`config.mk`:
```
export PLATFORM = sky130hd
export DESIGN_NAME = ofm_in_fsm_flat
export DESIGN_NICKNAME = d
export VERILOG_FILES = /design/src/rtl/ofm_in_fsm_if.sv /design/src/rtl/ofm_in_fsm.sv /design/src/flat_wrapper.sv
export SDC_FILE = /design/constraint.sdc
export NUM_CORES = 1
export LEC_CHECK = 0
export CAP_MARGIN = 20
export CORE_MARGIN = 10
export CORE_UTILIZATION = 47
export DETAILED_ROUTE_END_ITERATION = 7
export MAX_ROUTING_LAYER = met4
export PLACE_DENSITY = 0.87
export SYNTH_ARGS = -nofsm -noshare
export SYNTH_HDL_FRONTEND = slang
export SYNTH_SLANG_ARGS = --single-unit
```
`constraint.sdc`:
```
create_clock -name tx_clk -period 5 [get_ports tx_clk]
set_input_delay 1 -clock tx_clk [delete_from_list [all_inputs] [get_ports tx_clk]]
set_output_delay 1 -clock tx_clk [all_outputs]
set_load 0.02 [all_outputs]
```
`src/rtl/ofm_in_fsm_if.sv`:
```
// ---------------------------------------------------------------------------
// ofm_in_fsm_if
// AXI-Stream beat channel from the MM2S source into the transmit frame writer.
//
// Signals:
//   s_axis_tdata   64  frame data, byte 0 in [7:0]
//   s_axis_tkeep    8  byte enables
//   s_axis_tvalid   1  source beat valid
//   s_axis_tlast    1  last beat of frame
//   s_axis_tready   1  sink accepts the beat when tvalid && tready
//
// Modports:
//   master : the stream source (drives data/valid/last, observes ready)
//   slave  : the frame writer  (observes data/valid/last, drives ready)
// ---------------------------------------------------------------------------
interface ofm_in_fsm_if;
    logic [63:0] s_axis_tdata;
    logic [7:0]  s_axis_tkeep;
    logic        s_axis_tvalid;
    logic        s_axis_tlast;
    logic        s_axis_tready;

    modport master (
        output s_axis_tdata,
        output s_axis_tkeep,
        output s_axis_tvalid,
        output s_axis_tlast,
        input  s_axis_tready
    );

    modport slave (
        input  s_axis_tdata,
        input  s_axis_tkeep,
        input  s_axis_tvalid,
        input  s_axis_tlast,
        output s_axis_tready
    );
endinterface : ofm_in_fsm_if

```
`src/rtl/ofm_in_fsm.sv`:
```
// ---------------------------------------------------------------------------
// ofm_in_fsm
// Store-and-forward frame writer for the 10GbE transmit path (tx_clk domain).
// Every accepted stream beat is written straight into the data FIFO. Once the
// last beat of a frame has been accepted, a single control word carrying the
// byte count, beat count and runt/oversize flags is committed to the control
// FIFO. The output stage only launches a frame when a control word exists, so
// a frame is never transmitted before it is fully buffered.
//
// Ports:
//   tx_clk           in   1  transmit clock
//   mm2s_resetn      in   1  asynchronous active-low reset
//   s_axis           slave   AXI-Stream beat channel (ofm_in_fsm_if)
//   data_fifo_wdata  out 73  {tlast, tkeep[7:0], tdata[63:0]}
//   data_fifo_wren   out  1  data FIFO write strobe (same cycle as accept)
//   data_fifo_full   in   1  data FIFO full
//   ctrl_fifo_wdata  out 34  {oversize, runt, 3'b0, beat_cnt[12:0], byte_cnt[15:0]}
//   ctrl_fifo_wren   out  1  control FIFO write strobe
//   ctrl_fifo_full   in   1  control FIFO full
//   tx_frame_cnt     out 32  committed frame count, wraps modulo 2^32
//   ofm_in_fsm_dbg   out  4  {1'b0, state[2:0]}
// ---------------------------------------------------------------------------
module ofm_in_fsm #(
    parameter int unsigned C_MIN_BYTES = 14,
    parameter int unsigned C_MAX_BYTES = 9600
) (
    input  logic                tx_clk,
    input  logic                mm2s_resetn,
    ofm_in_fsm_if.slave         s_axis,
    output logic [72:0]         data_fifo_wdata,
    output logic                data_fifo_wren,
    input  logic                data_fifo_full,
    output logic [33:0]         ctrl_fifo_wdata,
    output logic                ctrl_fifo_wren,
    input  logic                ctrl_fifo_full,
    output logic [31:0]         tx_frame_cnt,
    output logic [3:0]          ofm_in_fsm_dbg
);

    typedef enum logic [2:0] {
        S_IDLE = 3'd0,
        S_DATA = 3'd1,
        S_CTRL = 3'd2
    } state_t;

    // Number of valid bytes in a beat.
    function automatic logic [3:0] f_popcount8(input logic [7:0] keep);
        logic [3:0] cnt;
        cnt = 4'd0;
        for (int i = 0; i < 8; i++) begin
            cnt = cnt + {3'd0, keep[i]};
        end
        return cnt;
    endfunction

    // Byte counter add that sticks at all-ones instead of wrapping.
    function automatic logic [15:0] f_sat_add16(input logic [15:0] acc, input logic [3:0] inc);
        logic [16:0] sum;
        sum = {1'b0, acc} + {13'd0, inc};
        if (sum[16]) begin
            return 16'hFFFF;
        end else begin
            return sum[15:0];
        end
    endfunction

    // Beat counter increment that sticks at all-ones instead of wrapping.
    function automatic logic [12:0] f_sat_inc13(input logic [12:0] acc);
        if (acc == 13'h1FFF) begin
            return 13'h1FFF;
        end else begin
            return acc + 13'd1;
        end
    endfunction

    state_t      r_state;
    state_t      w_state_next;
    logic [15:0] r_byte_cnt;
    logic [12:0] r_beat_cnt;
    logic [33:0] r_ctrl_wdata;
    logic [31:0] r_frame_cnt;

    logic        w_tready;
    logic        w_accept;
    logic        w_ctrl_wren;
    logic [15:0] w_byte_next;
    logic [12:0] w_beat_next;
    logic        w_runt;
    logic        w_oversize;
    logic [33:0] w_ctrl_word;

    // Ready per state; forced low while reset is asserted so no beat is taken.
    always_comb begin
        w_tready = 1'b0;
        case (r_state)
            S_IDLE: begin
                // A new frame also needs room for its eventual control word.
                w_tready = ~data_fifo_full & ~ctrl_fifo_full;
            end
            S_DATA: begin
                w_tready = ~data_fifo_full;
            end
            S_CTRL: begin
                w_tready = 1'b0;
            end
            default: begin
                w_tready = 1'b0;
            end
        endcase
        if (!mm2s_resetn) begin
            w_tready = 1'b0;
        end else begin
            w_tready = w_tready;
        end
    end

    assign w_accept = s_axis.s_axis_tvalid & w_tready;

    // Next-state decode and control FIFO strobe.
    always_comb begin
        w_state_next = r_state;
        w_ctrl_wren  = 1'b0;
        case (r_state)
            S_IDLE: begin
                if (w_accept) begin
                    w_state_next = s_axis.s_axis_tlast ? S_CTRL : S_DATA;
                end else begin
                    w_state_next = S_IDLE;
                end
            end
            S_DATA: begin
                if (w_accept && s_axis.s_axis_tlast) begin
                    w_state_next = S_CTRL;
                end else begin
                    w_state_next = S_DATA;
                end
            end
            S_CTRL: begin
                if (!ctrl_fifo_full) begin
                    w_ctrl_wren  = 1'b1;
                    w_state_next = S_IDLE;
                end else begin
                    w_state_next = S_CTRL;
                end
            end
            default: begin
                w_state_next = S_IDLE;
            end
        endcase
    end

    // Counts including the beat being accepted this cycle; the control word
    // is built from these so it reflects the final totals on the last beat.
    assign w_byte_next = f_sat_add16(r_byte_cnt, f_popcount8(s_axis.s_axis_tkeep));
    assign w_beat_next = f_sat_inc13(r_beat_cnt);
    assign w_runt      = (32'(w_byte_next) < C_MIN_BYTES);
    assign w_oversize  = (32'(w_byte_next) > C_MAX_BYTES);
    assign w_ctrl_word = {w_oversize, w_runt, 3'b000, w_beat_next, w_byte_next};

    // State register.
    always_ff @(posedge tx_clk or negedge mm2s_resetn) begin
        if (!mm2s_resetn) begin
            r_state <= S_IDLE;
        end else begin
            r_state <= w_state_next;
        end
    end

    // Per-frame byte/beat counters; cleared when the control word commits.
    always_ff @(posedge tx_clk or negedge mm2s_resetn) begin
        if (!mm2s_resetn) begin
            r_byte_cnt <= 16'd0;
            r_beat_cnt <= 13'd0;
        end else if (w_accept) begin
            r_byte_cnt <= w_byte_next;
            r_beat_cnt <= w_beat_next;
        end else if (w_ctrl_wren) begin
            r_byte_cnt <= 16'd0;
            r_beat_cnt <= 13'd0;
        end else begin
            r_byte_cnt <= r_byte_cnt;
            r_beat_cnt <= r_beat_cnt;
        end
    end

    // Control word captured on the last-beat accept and held through S_CTRL.
    always_ff @(posedge tx_clk or negedge mm2s_resetn) begin
        if (!mm2s_resetn) begin
            r_ctrl_wdata <= 34'd0;
        end else if (w_accept && s_axis.s_axis_tlast) begin
            r_ctrl_wdata <= w_ctrl_word;
        end else begin
            r_ctrl_wdata <= r_ctrl_wdata;
        end
    end

    // Committed frame counter, free-running modulo 2^32.
    always_ff @(posedge tx_clk or negedge mm2s_resetn) begin
        if (!mm2s_resetn) begin
            r_frame_cnt <= 32'd0;
        end else if (w_ctrl_wren) begin
            r_frame_cnt <= r_frame_cnt + 32'd1;
        end else begin
            r_frame_cnt <= r_frame_cnt;
        end
    end

    assign s_axis.s_axis_tready = w_tready;
    assign data_fifo_wren       = w_accept;
    assign data_fifo_wdata      = {s_axis.s_axis_tlast, s_axis.s_axis_tkeep, s_axis.s_axis_tdata};
    assign ctrl_fifo_wren       = w_ctrl_wren;
    assign ctrl_fifo_wdata      = r_ctrl_wdata;
    assign tx_frame_cnt         = r_frame_cnt;
    assign ofm_in_fsm_dbg       = {1'b0, r_state};

endmodule : ofm_in_fsm

```
`src/flat_wrapper.sv`:
```
// flat-port wrapper written by rule: the top's interface ports become plain ports
module ofm_in_fsm_flat 
#(
    parameter int unsigned C_MIN_BYTES = 14,
    parameter int unsigned C_MAX_BYTES = 9600
)
  (tx_clk, mm2s_resetn, data_fifo_wdata, data_fifo_wren, data_fifo_full, ctrl_fifo_wdata, ctrl_fifo_wren, ctrl_fifo_full, tx_frame_cnt, ofm_in_fsm_dbg, s_axis_s_axis_tdata, s_axis_s_axis_tkeep, s_axis_s_axis_tvalid, s_axis_s_axis_tlast, s_axis_s_axis_tready);
  ofm_in_fsm_if s_axis_i ();
  input  logic tx_clk;
  input  logic mm2s_resetn;
  output logic [72:0] data_fifo_wdata;
  output logic data_fifo_wren;
  input  logic data_fifo_full;
  output logic [33:0] ctrl_fifo_wdata;
  output logic ctrl_fifo_wren;
  input  logic ctrl_fifo_full;
  output logic [31:0] tx_frame_cnt;
  output logic [3:0] ofm_in_fsm_dbg;
  input wire logic [$bits(s_axis_i.s_axis_tdata)-1:0] s_axis_s_axis_tdata;
  input wire logic [$bits(s_axis_i.s_axis_tkeep)-1:0] s_axis_s_axis_tkeep;
  input wire logic [$bits(s_axis_i.s_axis_tvalid)-1:0] s_axis_s_axis_tvalid;
  input wire logic [$bits(s_axis_i.s_axis_tlast)-1:0] s_axis_s_axis_tlast;
  output wire logic [$bits(s_axis_i.s_axis_tready)-1:0] s_axis_s_axis_tready;
  assign s_axis_i.s_axis_tdata = s_axis_s_axis_tdata;
  assign s_axis_i.s_axis_tkeep = s_axis_s_axis_tkeep;
  assign s_axis_i.s_axis_tvalid = s_axis_s_axis_tvalid;
  assign s_axis_i.s_axis_tlast = s_axis_s_axis_tlast;
  assign s_axis_s_axis_tready = s_axis_i.s_axis_tready;
  ofm_in_fsm #(.C_MIN_BYTES(C_MIN_BYTES), .C_MAX_BYTES(C_MAX_BYTES)) u_core (.tx_clk(tx_clk), .mm2s_resetn(mm2s_resetn), .s_axis(s_axis_i), .data_fifo_wdata(data_fifo_wdata), .data_fifo_wren(data_fifo_wren), .data_fifo_full(data_fifo_full), .ctrl_fifo_wdata(ctrl_fifo_wdata), .ctrl_fifo_wren(ctrl_fifo_wren), .ctrl_fifo_full(ctrl_fifo_full), .tx_frame_cnt(tx_frame_cnt), .ofm_in_fsm_dbg(ofm_in_fsm_dbg));
endmodule
```
======== Word level (Yosys, flattened, before mapping) ========
Index checks and enable logic that the tools add are counted.
operators by class
  add/sub/neg operators ................... 10
  $lt $le $gt $ge ......................... 2
  eq/ne operators ......................... 3
  mux-type cells .......................... 15
  bitwise operators ....................... 4
  reductions and logical operators ........ 3
operator list
  operator               count
  $mux 16                3
  $mux 13                3
  $add 32x1->32 const B  1
  $add 4x1->4            6
  $add 16x4->17          1
  $gt 16x14->1 const B   1
  $lt 16x4->1 const B    1
  $add 13x1->13 const B  1
  $eq 13x13->1 const B   1
  $pmux 3 s3             1
  $mux 2                 3
  $eq 3x1->1 const B     1
  $eq 3x2->1 const B     1
  $logic_not 3->1        1
  $mux 1                 3
  $mux 3                 1
  $add 1x1->2            1
  $and 1x1->1            2
  $not 1->1              2
  $pmux 1 s2             1
  $reduce_bool 2->1      1
  $logic_and 1x1->1      1
word-level totals
  flip-flop bits (word level) ............. 95
  output and inout bits ................... 146

======== Longest topological paths before layout ========
  depth in word-level cells ............... 10
  gate-level depth with buffers ........... 16

======== Least setup slack after synthesis ========
OpenSTA, ideal clock, no wires.
  path kind ............................... input port to flip-flop
  from .................................... input s_axis_s_axis_tkeep[0]
  to ...................................... register u_core.r_ctrl_wdata[33], in the netlist u_core.ctrl_fifo_wdata[33]
  setup time .............................. 0.126 ns
  arrival time ............................ 5.118 ns
  slack ................................... -0.243 ns
  stages .................................. 13
  path through ............................ ha_1 inv_1 fa_1 fa_1 fa_1 fa_1 fa_1 nand2b_1 a211oi_4 and4_1 mux2_2 and3_1 o311a_1
between the ends
  longest elaborated chain between the ends .. 10
RTL lines
  item                       RTL line            RTL
  start, declared            flat_wrapper.sv:20  input wire logic [$bits(s_axis_i.s_axis_tkeep)-1:0] s_axis_s_axis_tkeep;
  $add 1x1->2                ofm_in_fsm.sv:51    cnt = cnt + {3'd0, keep[i]};
  $add 4x1->4 (6 in series)  ofm_in_fsm.sv:51
  $add 16x4->17              ofm_in_fsm.sv:59    sum = {1'b0, acc} + {13'd0, inc};
  $mux 16                    ofm_in_fsm.sv:60    if (sum[16]) begin
  $gt 16x14->1               ofm_in_fsm.sv:157   assign w_oversize = (32'(w_byte_next) > C_MAX_BYTES);
  end signal, assigned       ofm_in_fsm.sv:191   r_ctrl_wdata <= w_ctrl_word;
  end signal, assigned       ofm_in_fsm.sv:193   r_ctrl_wdata <= r_ctrl_wdata;
  end, declared              ofm_in_fsm.sv:80    logic [33:0] r_ctrl_wdata;
Every way passes these cells.
A chain may end at the register's enable or synchronous reset.

======== Worst setup path after layout ========
  from .................................... input s_axis_s_axis_tkeep[1]
  to ...................................... register u_core.r_ctrl_wdata[33], in the netlist u_core.ctrl_fifo_wdata[33]
The elaborated chain is that of the path after synthesis.

==> tab_implementation.tex <==
\begin{tabular}{lr}
\hline
Metric & Value \\
\hline
\multicolumn{2}{l}{\textbf{Status}} \\
\quad Result of the run & finished clean \\
\multicolumn{2}{l}{\textbf{Timing}} \\
\quad Final count of pins violating max slew & 0 \\
\quad Clock skew after layout & 8.981 ps \\
\quad Final WS setup & 70.23 ps \\
\quad Maximum frequency from static timing analysis & 202.8 MHz \\
\quad Headroom to the max-slew limit & 38.48\% \\
\quad Count of final setup violators & 0 \\
\quad Actual slew at the worst max-slew pin & 922.9 ps \\
\quad Number of failing hold endpoints at the final stage & 0 \\
\quad Final worst path period need & 4930 ps \\
\quad Part of the cycle the worst path needs & 98.60\% \\
\quad Setup repair after global routing missed its margin & true \\
\quad Worst hold slack after final layout & 467.6 ps \\
\multicolumn{2}{l}{\textbf{Synth}} \\
\quad Adder-Cell Fraction of Synth Area & 3.909\% \\
\quad Warnings from Yosys & 0 \\
\quad Post-synthesis mux area share & 0.5748\% \\
\quad Post-Synthesis Cells & 575 \\
\quad Mean instance size in the synthesized netlist & 9.463 um\^{}2 \\
\quad Number of flops mapped to enable cells by yosys & 0 \\
\quad Sequential element share of the synthesized area & 43.23\% \\
\quad Dominant combinational cell family by area after synthesis & simple AND/OR/NAND/NOR gates \\
\quad Share of async-settable or async-resettable flops after synthesis & 100.0\% \\
\quad Yosys cell types & 57 \\
\quad Top-count cell post-synth & sky130\_fd\_sc\_hd\_\_dfrtp\_1 \\
\quad Post-synth top cells & 94 x sky130\_fd\_sc\_hd\_\_dfrtp\_1, 80 x sky130\_fd\_sc\_hd\_\_buf\_4, 52 x sky130\_fd\_sc\_hd\_\_nand2\_1, 52 x sky130\_fd\_sc\_hd\_\_nor2\_1, 37 x sky130\_fd\_sc\_hd\_\_a21oi\_1 \\
\quad Yosys top cell area share & 43.23\% \\
\quad Yosys top cell by area & sky130\_fd\_sc\_hd\_\_dfrtp\_1 \\
\quad Area fraction in compound gates after synthesis & 11.31\% \\
\quad Simple-gate share of the synthesized area & 18.97\% \\
\quad Synth top area cells & sky130\_fd\_sc\_hd\_\_dfrtp\_1 43\%, sky130\_fd\_sc\_hd\_\_buf\_4 11\%, sky130\_fd\_sc\_hd\_\_xnor2\_1 5.6\%, sky130\_fd\_sc\_hd\_\_nand2\_1 3.6\%, sky130\_fd\_sc\_hd\_\_nor2\_1 3.6\% \\
\quad Post-synthesis instance area & 5441 um\^{}2 \\
\quad Yosys reg bits & 94 \\
\quad Post-synthesis xor/xnor area fraction & 7.887\% \\
\quad Commonest register cell after synthesis & sky130\_fd\_sc\_hd\_\_dfrtp\_1 \\
\multicolumn{2}{l}{\textbf{Setup path}} \\
\quad Buffer and inverter count on the worst path & 2 \\
\quad Data required time at the worst endpoint & 5230 ps \\
\quad Setup crit end kind & flip-flop \\
\quad Kind of cell adding the most delay to the critical path & adder cells \\
\quad Maximum cell stage delay along the critical path & 490 ps \\
\quad Worst Path Arrival & 5160 ps \\
\quad Max FO, Critical Path & 4 \\
\quad Slowest cell on the critical path & sky130\_fd\_sc\_hd\_\_fa\_1 \\
\quad Category of the worst setup path launch point & input pin \\
\quad Critical-path cell list & buf\_8 > ha\_4 > inv\_2 > fa\_1 > fa\_1 > fa\_2 > fa\_1 > fa\_2 > nand2b\_4 > a211oi\_4 > nand4\_2 > a221oi\_2 > and2\_4 > a211oi\_2 > o311a\_1 \\
\quad Critical Path Most Common Cell & sky130\_fd\_sc\_hd\_\_fa\_1 \\
\quad Setup CP Type & in -> reg \\
\multicolumn{2}{l}{\textbf{Placed design}} \\
\quad Setup slack after placement & -714.4 ps \\
\quad GP Congestion & 0.8798 \\
\quad Total instance count after detailed placement & 746 \\
\quad Final HPWL from detailed placement & 9.706 mm \\
\quad Port bufs & 90 \\
\multicolumn{2}{l}{\textbf{Finish}} \\
\quad Antenna cell count & 0 \\
\quad Synthesis-to-finish area growth & 20.72\% \\
\quad Share of post-route cells with drive strength above 1 & 15.24\% \\
\quad Non-filler instance count after layout & 773 \\
\quad Nets & 717 \\
\multicolumn{2}{l}{\textbf{Power}} \\
\quad Switching fraction of total power & 34.55\% \\
\quad Total net switching power & 903.9 uW \\
\quad Share of total power in combinational logic & 37.2\% \\
\quad Share of power burned in the clock network & 24.3\% \\
\quad Leakage power of the design & 2.816 nW \\
\quad Total power consumption of the routed design & 2.616 mW \\
\quad Worst vdd ir & 356.0 uV \\
\quad Sequential cell fraction of total power & 38.6\% \\
\quad Power per standard cell area & 398.3 nW/um\^{}2 \\
\quad Pint & 1.712 mW \\
\multicolumn{2}{l}{\textbf{Clock network}} \\
\quad Sink Count & 94 \\
\quad Clock-pin slew of the registers on the worst-case setup and hold paths & 70 ps \\
\quad Number of buffers between clock root and the deepest sink & 2 \\
\quad CTS tree & yes \\
\quad Post-cts hold buffer count & 0 \\
\quad H-tree lvl count & 3 \\
\quad Number of buffers added by the clock tree synthesis step & 9 \\
\quad Clock insertion delay at the later pin of the skew report & 340 ps \\
\quad Root Buffer & sky130\_fd\_sc\_hd\_\_clkbuf\_16 \\
\multicolumn{2}{l}{\textbf{GRT}} \\
\quad Largest net degree at the start of global routing & 71 \\
\quad Number of antenna violations at the first check in global routing & 0 \\
\quad GRT Util Overall & 16.81\% \\
\quad Global-route wire length before repair & 22.16 mm \\
\quad Number of global-route vias before repair & 4369 \\
\quad Global route overflow & 0 \\
\multicolumn{2}{l}{\textbf{Route}} \\
\quad Sum of routed wire length over all layers & 13.74 mm \\
\quad Detailed-route via count & 4365 \\
\quad Wire length per cell & 17.78 um \\
\quad Via/cell ratio & 5.647 \\
\quad Residual DRC & 0 \\
\quad Drt first-iter violations & 455 \\
\quad Pre-antenna DRT Iters & 5 \\
\quad Number of routed nets with antenna violations & 0 \\
\multicolumn{2}{l}{\textbf{Die}} \\
\quad FP Rows & 39 \\
\quad Core region area & 11370 um\^{}2 \\
\quad Effective utilization at floorplan & 47.86\% \\
\quad Die Width & 127.6 um \\
\quad Top-level I/O count & 224 \\
\quad Die outline height & 127.6 um \\
\quad DIE AREA & 16280 um\^{}2 \\
\multicolumn{2}{l}{\textbf{Run}} \\
\quad Max capacitance violation total & 0 \\
\multicolumn{2}{l}{\textbf{Min path}} \\
\quad Worst hold path type & reg -> reg \\
\hline
\end{tabular}
## cell families after synthesis
logic type,after synthesis
adders and majority gates,14
buffers and inverters,117
muxes,3
xor gates and xnor gates,49
AOI/OAI and AO/OA,98
DFF,94
and+or+nand+nor,199
other,1
## metal layers
layer	track usage [%]	share of wire, %
met1	20.56	42
met2	25.81	46
met3	5.955	9.6
met4	4.768	2.2
met5	-	0
## path summary, 6_finish.rpt
| path | from | endpoint | slack, ps | depth (start not counted) |
|---|---|---|---|---|
| setup / recovery | s_axis_s_axis_tkeep[1] | u_core.ctrl_fifo_wdata[33] | 70 | 15 |
| hold / removal | u_core.tx_frame_cnt[31] | u_core.tx_frame_cnt[31] | 470 | 1 |
| setup reg to reg | u_core.r_state[0] | u_core.tx_frame_cnt[20] | 2240 | 8 |
| hold reg to reg | u_core.tx_frame_cnt[31] | u_core.tx_frame_cnt[31] | 470 | 1 |
| max in group asynchronous | mm2s_resetn | u_core.tx_frame_cnt[1] | 3250 | 2 |
| min in group asynchronous | mm2s_resetn | u_core.tx_frame_cnt[31] | 550 | 1 |
## cell usage in the layout (no fill, tap or decap), drive strengths merged, types with 12 or more instances in the layout
| cell | netlist | layout |
|---|---|---|
| xor2 | 14 | 14 |
| o21ai | 27 | 27 |
| buf | 83 | 45 |
| nand4 | 12 | 12 |
| clkbuf | 14 | 13 |
| inv | 20 | 20 |
| dfrtp | 94 | 94 |
| nand3 | 27 | 27 |
| nor2 | 53 | 53 |
| xnor2 | 35 | 35 |
| and3 | 14 | 14 |
| a21oi | 37 | 37 |
| nand2 | 52 | 52 |
| clkdlybuf4s50 | 0 | 85 |
## per-stage QoR
step	setup TNS, ps	area, um^2	util, %
6_report	0	6569	57.77
5_1_grt	-89.67	6569	57.77
4_1_cts	-22.30	6495	57.13
3_5_place_dp	-10100	6097	53.63
3_3_place_gp	-5982	6097	53.63
2_1_floorplan	-123.3	5472	-
## area by class of cell
cell class	instances	area [um^2]
fill	929	4801
multi-input combinational	368	2466
sequential	94	2352
timing repair buffer	132	1221
clock buffer	13	250.2
tap	143	178.9
inverter	20	80.08
clock inverter	3	20.02
## flip-flops by register name (all words and copies together), names as in the netlist
signal / cells
u_core.r_byte_cnt: 16
u_core.r_state: 2
u_core.r_beat_cnt: 13
u_core.tx_frame_cnt: 32
u_core.ctrl_fifo_wdata: 31
## power by group through the flow
stage | logic, mW | clock network (mW) | registers, mW
after floorplan | 0.489 | 0 | 1.10
after global placement | 0.896 | 0 | 1.01
after detailed placement | 0.923 | 0 | 1.02
after CTS | 0.949 | 0.646 | 1.01
after global routing | 1.06 | 0.677 | 1.03
final | 0.972 | 0.635 | 1.01
## timing repair
action	4_1_cts	5_1_grt
setup endpoints to repair	7	2
hold endpoints to repair	0	0
setup buffers	6	6
pin swaps	16	14
resized for setup	32	7
(Power assumes the default switching activity.)
